File: src/rtl/hdlc_rx_bus_master.sv
// Register-bus initiator that drains received frames from the Hdlc Rx side.
// Ready frames are streamed byte by byte. Errored or empty frames are dropped through Rx_Drop.
module hdlc_rx_bus_master #(
    parameter logic [2:0] ADDR_RXSC    = 3'h2,
    parameter logic [2:0] ADDR_RXBUFF  = 3'h3,
    parameter logic [2:0] ADDR_RXLEN   = 3'h4,
    parameter int         READ_LATENCY = 1,
    parameter int         POLL_GAP     = 4
) (
    input  logic        Clk,
    input  logic        Rst,
    input  logic        Enable,
    input  logic        FCSen,
    output logic [2:0]  Address,
    output logic        WriteEnable,
    output logic        ReadEnable,
    output logic [7:0]  DataIn,
    input  logic [7:0]  DataOut,
    output logic [7:0]  M_Data,
    output logic        M_Valid,
    input  logic        M_Ready,
    output logic        M_Last,
    output logic        M_Error,
    output logic [15:0] FrameCnt,
    output logic [15:0] DropCnt,
    output logic        Busy
);

    typedef enum logic [3:0] {
        IDLE, POLL_RD, POLL_WT, LEN_RD, LEN_WT, DAT_RD, DAT_WT, DAT_OUT, DROP
    } state_t;

    localparam logic [1:0] WAIT_INIT = 2'(READ_LATENCY - 1);
    localparam logic [7:0] GAP_INIT  = 8'(POLL_GAP);

    state_t      state, state_nx;
    logic [7:0]  gap_cnt, gap_nx;
    logic [1:0]  wait_cnt, wait_nx;
    logic [7:0]  remaining, remaining_nx;
    logic [2:0]  addr_nx;
    logic        we_nx, re_nx, mvalid_nx, mlast_nx, merr_nx;
    logic [7:0]  din_nx, mdata_nx;
    logic [15:0] frame_nx, drop_nx;

    always_ff @(posedge Clk or negedge Rst) begin
        if (!Rst) begin
            state       <= IDLE;
            gap_cnt     <= 8'd0;
            wait_cnt    <= 2'd0;
            remaining   <= 8'd0;
            Address     <= 3'd0;
            WriteEnable <= 1'b0;
            ReadEnable  <= 1'b0;
            DataIn      <= 8'd0;
            M_Data      <= 8'd0;
            M_Valid     <= 1'b0;
            M_Last      <= 1'b0;
            M_Error     <= 1'b0;
            FrameCnt    <= 16'd0;
            DropCnt     <= 16'd0;
            Busy        <= 1'b0;
        end else begin
            state       <= state_nx;
            gap_cnt     <= gap_nx;
            wait_cnt    <= wait_nx;
            remaining   <= remaining_nx;
            Address     <= addr_nx;
            WriteEnable <= we_nx;
            ReadEnable  <= re_nx;
            DataIn      <= din_nx;
            M_Data      <= mdata_nx;
            M_Valid     <= mvalid_nx;
            M_Last      <= mlast_nx;
            M_Error     <= merr_nx;
            FrameCnt    <= frame_nx;
            DropCnt     <= drop_nx;
            Busy        <= (state_nx != IDLE);
        end
    end

    // Strobes are computed one state ahead so that they show up registered during the RD/DROP states.
    always_comb begin
        state_nx     = state;
        gap_nx       = gap_cnt;
        wait_nx      = wait_cnt;
        remaining_nx = remaining;
        addr_nx      = Address;
        we_nx        = 1'b0;
        re_nx        = 1'b0;
        din_nx       = DataIn;
        mdata_nx     = M_Data;
        mvalid_nx    = M_Valid;
        mlast_nx     = M_Last;
        merr_nx      = 1'b0;
        frame_nx     = FrameCnt;
        drop_nx      = DropCnt;

        case (state)
            IDLE: begin
                // Launch on the cycle the gap would reach zero, giving exactly POLL_GAP idle cycles.
                if (Enable && gap_cnt <= 8'd1) begin
                    state_nx = POLL_RD;
                    gap_nx   = 8'd0;
                    re_nx    = 1'b1;
                    addr_nx  = ADDR_RXSC;
                end else if (gap_cnt != 8'd0) begin
                    gap_nx = gap_cnt - 8'd1;
                end
            end
            POLL_RD: begin
                state_nx = POLL_WT;
                wait_nx  = WAIT_INIT;
            end
            POLL_WT: begin
                if (wait_cnt != 2'd0) begin
                    wait_nx = wait_cnt - 2'd1;
                end else if (!DataOut[0]) begin
                    state_nx = IDLE;
                    gap_nx   = GAP_INIT;
                end else if (|DataOut[4:2]) begin
                    state_nx = DROP;
                    we_nx    = 1'b1;
                    addr_nx  = ADDR_RXSC;
                    din_nx   = {2'b00, FCSen, 3'b000, 1'b1, 1'b0};
                    merr_nx  = 1'b1;
                end else begin
                    state_nx = LEN_RD;
                    re_nx    = 1'b1;
                    addr_nx  = ADDR_RXLEN;
                end
            end
            LEN_RD: begin
                state_nx = LEN_WT;
                wait_nx  = WAIT_INIT;
            end
            LEN_WT: begin
                if (wait_cnt != 2'd0) begin
                    wait_nx = wait_cnt - 2'd1;
                end else if (DataOut == 8'd0) begin
                    state_nx = DROP;
                    we_nx    = 1'b1;
                    addr_nx  = ADDR_RXSC;
                    din_nx   = {2'b00, FCSen, 3'b000, 1'b1, 1'b0};
                    merr_nx  = 1'b1;
                end else begin
                    state_nx     = DAT_RD;
                    remaining_nx = DataOut;
                    re_nx        = 1'b1;
                    addr_nx      = ADDR_RXBUFF;
                end
            end
            DAT_RD: begin
                state_nx = DAT_WT;
                wait_nx  = WAIT_INIT;
            end
            DAT_WT: begin
                if (wait_cnt != 2'd0) begin
                    wait_nx = wait_cnt - 2'd1;
                end else begin
                    state_nx  = DAT_OUT;
                    mdata_nx  = DataOut;
                    mvalid_nx = 1'b1;
                    mlast_nx  = (remaining == 8'd1);
                end
            end
            DAT_OUT: begin
                if (M_Ready) begin
                    mvalid_nx    = 1'b0;
                    mlast_nx     = 1'b0;
                    remaining_nx = remaining - 8'd1;
                    if (remaining == 8'd1) begin
                        state_nx = IDLE;
                        frame_nx = FrameCnt + 16'd1;
                        gap_nx   = GAP_INIT;
                    end else begin
                        state_nx = DAT_RD;
                        re_nx    = 1'b1;
                        addr_nx  = ADDR_RXBUFF;
                    end
                end
            end
            DROP: begin
                state_nx = IDLE;
                drop_nx  = DropCnt + 16'd1;
                gap_nx   = GAP_INIT;
            end
            default: state_nx = IDLE;
        endcase
    end

endmodule

File: config.mk
export PLATFORM = sky130hd
export DESIGN_NAME = hdlc_rx_bus_master
export DESIGN_NICKNAME = d
export VERILOG_FILES = /design/src/rtl/hdlc_rx_bus_master.sv
export SDC_FILE = /design/constraint.sdc
export NUM_CORES = 1
export LEC_CHECK = 0
export ABC_AREA = 0
export CAP_MARGIN = 15
export CORE_ASPECT_RATIO = 1.5
export CORE_UTILIZATION = 30
export CTS_CLUSTER_SIZE = 16
export DETAILED_ROUTE_END_ITERATION = 12
export PLACE_DENSITY = 0.48
export RECOVER_POWER = 100
export SYNTH_ARGS = -nofsm -noshare
export SYNTH_HDL_FRONTEND = slang
export SYNTH_SLANG_ARGS = --single-unit
File: constraint.sdc
create_clock -name Clk -period 2.73 [get_ports Clk]
set_input_delay 0.273 -clock Clk [delete_from_list [all_inputs] [get_ports Clk]]
set_output_delay 0.273 -clock Clk [all_outputs]
set_load 0.02 [all_outputs]
==> results of run 1 <==
==> area by class of cell <==
type,instances,area [sq um]
fillers,1211,7270
flip-flops and latches,72,1800
multi-input cells,280,1770
repair buffers,74,703
clock buffers,9,225
well taps,153,191
clock inverters,7,70.1
inverters,12,45.0
==> cells in the mapped netlist, types with 2 or more instances <==
cell type,n,share of area
inv_1,12,0.012
buf_4,7,0.014
a22oi_1,3,0.0060
nor4_1,2,0.0033
o21ai_0,21,0.028
or2_2,2,0.0033
nor2_1,26,0.026
o31ai_1,3,0.0060
o2bb2ai_1,5,0.012
a21o_1,2,0.0040
nand2_1,35,0.035
a31o_2,2,0.0047
and3_1,12,0.020
xor2_1,6,0.014
or3_1,4,0.0067
dfrtp_1,72,0.48
nand4_1,12,0.020
a21oi_1,18,0.024
and2_1,5,0.0084
a31oi_1,2,0.0033
clkbuf_1,8,0.0080
nor4b_1,2,0.0047
nand2b_1,4,0.0067
nand4b_1,2,0.0047
and4_1,3,0.0070
buf_2,4,0.0054
nand3_1,14,0.019
nor3_1,18,0.024
o21a_1,2,0.0040
mux2_2,10,0.030
ha_1,8,0.027
o21ai_1,7,0.0094
xnor2_1,25,0.059
==> final timing paths <==
path	start	endpoint	slack, ns	cells after the start
max	gap_cnt[0]	Busy	0.42	7
min	FrameCnt[15]	FrameCnt[15]	0.46	1
max reg2reg	gap_cnt[0]	Busy	0.42	7
min reg2reg	FrameCnt[15]	FrameCnt[15]	0.46	1
max in group asynchronous	Rst	gap_cnt[0]	1.84	3
min in group asynchronous	Rst	M_Error	0.52	3
==> logic make-up (layout without fill, tap and decap cells) <==
family	after synthesis	in the layout	synth area share
AND/OR/NAND/NOR	150	150	0.219
AO/OA/AOI/OAI	73	73	0.120
flip-flops	72	72	0.482
buffers and inverters	33	102	0.0435
XOR/XNOR	31	31	0.0726
multiplexers	12	12	0.0358
adder cells (fa/ha/maj)	8	8	0.0268
other	1	6	0.00100
==> placed cells by master, fill, tap and decap left out, types with 3 or more instances in the layout <==
master and instances:
clkbuf_16 9, clkinv_2 3, conb_1 6, nand3_1 14
a21oi_1 18, a22oi_1 3, and2_0 3, nor4b_1 3
o31ai_1 3, ha_1 8, nand2b_1 4, buf_4 4
and3_1 12, nand4_1 12, clkbuf_1 6, nor2_1 26
or3_1 4, xor2_1 6, xnor2_1 25, mux2_2 10
dlygate4sd3_1 52, and4_1 3, clkdlybuf4s50_1 11, inv_1 12
nor3_1 18, dfrtp_1 72, o2bb2ai_1 5, o21ai_0 27
nand2_1 35
==> repair_timing <==
| item | in CTS | in global routing |
|---|---|---|
| gates resized for setup | 0 | 0 |
| endpoints found under the hold margin | 72 | 0 |
| hold buffers | 1 | 0 |
==> worst register-to-register path, stage by stage (launching register included) <==
cell	delay, ns
dfrtp_1	0.42
inv_1	0.08
ha_1	0.24
o21a_1	0.25
nand3_1	0.16
o21ai_0	0.14
or4b_1	0.54
or3_1	0.36
==> routing by layer <==
metal | wire length [microns] | global-route usage | up-vias
met5 | 0 | 0 | -
met4 | 231 | 0.0672 | 0
li1 | - | - | 1484
met3 | 331 | 0.0345 | 16
met1 | 3930 | 0.191 | 1479
met2 | 4740 | 0.252 | 66
==> stage by stage <==
step	instance area (sq um)	std cells	util	power, mW	worst slack (ns)
6_report	4810	607	0.398	4.32	0.422
2_1_floorplan	3760	385	-	2.69	0.654
5_1_grt	4810	607	0.398	4.62	0.241
4_1_cts	4850	607	0.402	4.48	0.427
3_3_place_gp	4540	590	0.376	3.27	0.375
3_5_place_dp	4540	590	0.376	3.28	0.320
==> sequential cells by signal, summed over array words and instances, names as in the netlist, 2 cells and up <==
register,cells
DropCnt,16
FrameCnt,16
M_Data,8
gap_cnt,8
remaining,8
state,4
Address,3
DataIn,2
wait_cnt,2
==> power by group through the flow <==
stage               sequential (mW)  combinational [mW]  clock, mW
floorplan                      1.64                1.05          0
global placement               1.64                1.63          0
detailed placement             1.64                1.64          0
CTS                            1.62                1.65       1.21
global route                   1.65                1.73       1.25
finish                         1.60                1.56       1.16
==> flow_summary.toml, run 1 <==
[status]
status = "complete, no violations"

[synth]
synth-seq-cells = 72
synth_edf_count = 0
ys.flop_type = "dfrtp_1"
avgSynthCellArea_sq_um = 9.84
yosys.cell_types.count = 55
synth_cells = 380
synth.cell_area_sq_um = 3740
synth-async-reset-ratio = 1.00
ys_seq_area_frac = 0.482
yosys_warnings = 0

[worst_setup_path]
critPathKind = "flip-flop to flip-flop"
critPathCaptureType = "flip-flop"
cpMaxStageDelayCell = "or4b_1"
crit_chain = "inv_1 > ha_1 > o21a_1 > nand3_1 > o21ai_0 > or4b_1 > or3_1"
cp_data_required_time_ns = 2.94
arrival_ns = 2.51
path_buf_inv = 1
cpLargestDelayFamily = "simple AND/OR/NAND/NOR gates"
worst-path-max-fanout = 6
slowest_delay_ns = 0.54
cp-start-kind = "flip-flop"

[routing]
drt_iter0_drc = 117
wire_per_inst_microns = 15.2
routed_wl_microns = 9230
ant_nets = 0
first_pass_iters = 4
viasPerCell = 5.02
num_vias = 3045
drc_errors = 0

[floorplanning]
core_area_sq_um = 12100
initial_core_util = 0.310
die_h_microns = 139
die_x_microns = 93.2
die_area_sq_um = 12900
io_pins = 70
num_rows = 49

[grt]
grt_max_degree = 73
overflow = 0
grt_pass1_wl_microns = 15500
grt_antenna_before_repair = 0
grt_pass1_vias = 3016
track_usage = 0.153

[power]
peakVddDrop_mv = 0.437
powerDensity_nw_per_um2 = 900
pwr-share-clk = 0.269
cellInternalPower_mw = 2.69
switching_power_mw = 1.64
p_seq_frac = 0.371
combPwrFrac = 0.360
p_sw_frac = 0.379
leakagePower_nw = 2.13

[timing]
fmax_mhz = 433
whs_ns = 0.464
hold_viol_final = 0
slew_headroom = 0.528
drv_slew = 0
setup_viol = 0
tightest_slew_ns = 0.708
rsz0062_at_grt = "false"
finalClockSkew_ns = 0.00626
tns_ns = 0
min_period_ns = 2.31
fin_crit_sh = 0.845

[clock_tree]
cts.sinks = 72
clockBufferDepth = 2
cts_tree = "built"
clk_latency_ns = 0.33
cts_inserted_buffers = 9
cts_setup_buffers = 0
clkTransAtPathRegs_ns = 0.06
cts-htree-levels = 3
cts_root_buffer = "clkbuf_16"

[worst_hold_path]
holdCritPathClass = "flip-flop to flip-flop"

[placed_design]
portBuffers = 63
place_congestion = 0.839
hpwl_microns = 6810

[layout]
syn2layout_area_growth_pct = 28.6
drive_gt1_frac = 0.0815
nNetsFinal = 470
antenna_cells = 0

[run]
drv_cap = 0
Note: power is estimated with default switching activity, not from simulation.
==> inputs of run 2 (changes only) <==
Clock period 2.73 ns to 2.3 ns, I/O delays scaled along.
==> flow_summary.toml, run 2 (synthesis results as in run 1) <==
[status]
status = "complete, no violations"

[placed_design]
hpwl_microns = 7170
portBuffers = 63
place_congestion = 0.813
place_inst = 609

[layout]
layout_common_cells = "dfrtp_1 (72), dlygate4sd3_1 (52), nand2_1 (35)"
top_regs = "DropCnt: 16 flops, FrameCnt: 16 flops"
regArea_sq_um = 1800
fill_cells = 1228
multi_input_area_sq_um = 1790
drive_gt1_frac = 0.124
nNetsFinal = 490
final_common_cell = "dfrtp_1"
final_cells = 627
syn2layout_area_growth_pct = 32.8
utilization = 0.411
antenna_cells = 0

[worst_setup_path]
cp_data_required_time_ns = 2.51
cp-start-kind = "flip-flop"
critPathCaptureType = "flip-flop"
setup.worst_path.start = "gap_cnt[0]"
worst-path-max-fanout = 5
critPathKind = "flip-flop to flip-flop"
r2r-start = "gap_cnt[0]"
arrival_ns = 2.41

[timing]
fmax_mhz = 454
fin_crit_sh = 0.957
tightest_slew_ns = 1.01
min_period_ns = 2.20
slew_headroom = 0.328
hold_viol_final = 0
whs_ns = 0.462
finalClockSkew_ns = 0.00551
drv_slew = 0
setup_viol = 0
tns_ns = 0
rsz0062_at_grt = "false"

[clock_tree]
cts.sinks = 72
clk_latency_ns = 0.33
cts-htree-levels = 3
clockBufferDepth = 2
cts_tree = "built"
cts_inserted_buffers = 9
cts_root_buffer = "clkbuf_16"
clkTransAtPathRegs_ns = 0.06

[grt]
grt_pass1_vias = 3083
grt_pass1_wl_microns = 15500
grt_max_degree = 73
grt_antenna_before_repair = 0
track_usage = 0.157
overflow = 0

[floorplanning]
die_x_microns = 93.2
die_h_microns = 139
core_area_sq_um = 12100
die_area_sq_um = 12900
num_rows = 49
io_pins = 70
initial_core_util = 0.310

[routing]
viasPerCell = 4.91
drt_iter0_drc = 171
ant_nets = 0
num_vias = 3080
wire_per_inst_microns = 15.2
first_pass_iters = 4
routed_wl_microns = 9560
drc_errors = 0

[power]
p_seq_frac = 0.348
leakagePower_nw = 2.23
cellInternalPower_mw = 3.34
peakVddDrop_mv = 0.632
powerDensity_nw_per_um2 = 1080
pwr-share-clk = 0.268
combPwrFrac = 0.384
p_sw_frac = 0.375
switching_power_mw = 2.01
total_power_mw = 5.35

[run]
drv_cap = 0

[worst_hold_path]
holdCritPathClass = "flip-flop to flip-flop"
min_from = "FrameCnt[15]"
==> run 2: changes by cell type in the layout (fill, tap and decap cells not counted), sizes merged <==
| cell | delta |
|---|---|
| buf | +16 |
| clkbuf | +5 |
| clkinv | -1 |
| clkinvlp | -1 |
| inv | +1 |
==> run 2: worst paths after layout <==
path                           endpoint  slack [ns]  cells past startpoint
min                        FrameCnt[15]        0.46                      1
max in group asynchronous    gap_cnt[2]        0.94                      3
max                                Busy         0.1                      7
min in group asynchronous    DropCnt[5]        0.71                      3
min reg2reg                FrameCnt[15]        0.46                      1
max reg2reg                        Busy         0.1                      7
==> run 2: layout make-up <==
cell class | count | area share
clock inverter | 6 | 0.0134
clock buffer | 10 | 0.0481
inverter | 12 | 0.00907
tap | 153 | 0.0385
timing repair buffer | 94 | 0.168
sequential | 72 | 0.363
multi-input combinational | 280 | 0.360
==> run 2: power groups by stage <==
stage	combinational, mW	clock, mW	sequential [mW]
after floorplan	1.25	0	1.94
after global placement	2.14	0	1.89
after detailed placement	2.14	0	1.89
after CTS	2.15	1.47	1.87
after global routing	2.27	1.53	1.91
final	2.06	1.43	1.86
==> run 2: worst max-delay path: stages, from the launching register on <==
cell and delay [ns]:
dfrtp_1 0.39, inv_1 0.08, ha_1 0.25, o21a_1 0.23
nand3_1 0.13, o21ai_1 0.10, or4b_1 0.54, or3_1 0.36
==> run 2: layer usage <==
metal  part of all wire  global-route usage  vias to the layer above
li1                   -                   -                     1517
met1               0.41               0.187                     1478
met2               0.52               0.264                       63
met3              0.038              0.0345                       22
met4              0.030              0.0745                        0
met5                  0                   0                        -
==> run 2: metrics by stage <==
step                worst slack [ns]  area [sq um]
floorplan                      0.224          3760
global placement              0.0705          4690
detailed placement           0.00175          4690
CTS                           0.0535          5000
global route                 0.00173          4970
finish                        0.0984          4970
==> run 2: what timing repair did <==
item                                    CTS  global route
resized for setup                         0             1
endpoints found under the hold margin    72             0
buffers inserted                          0             1
hold buffers                              1             0
endpoints found under the setup margin    0             1
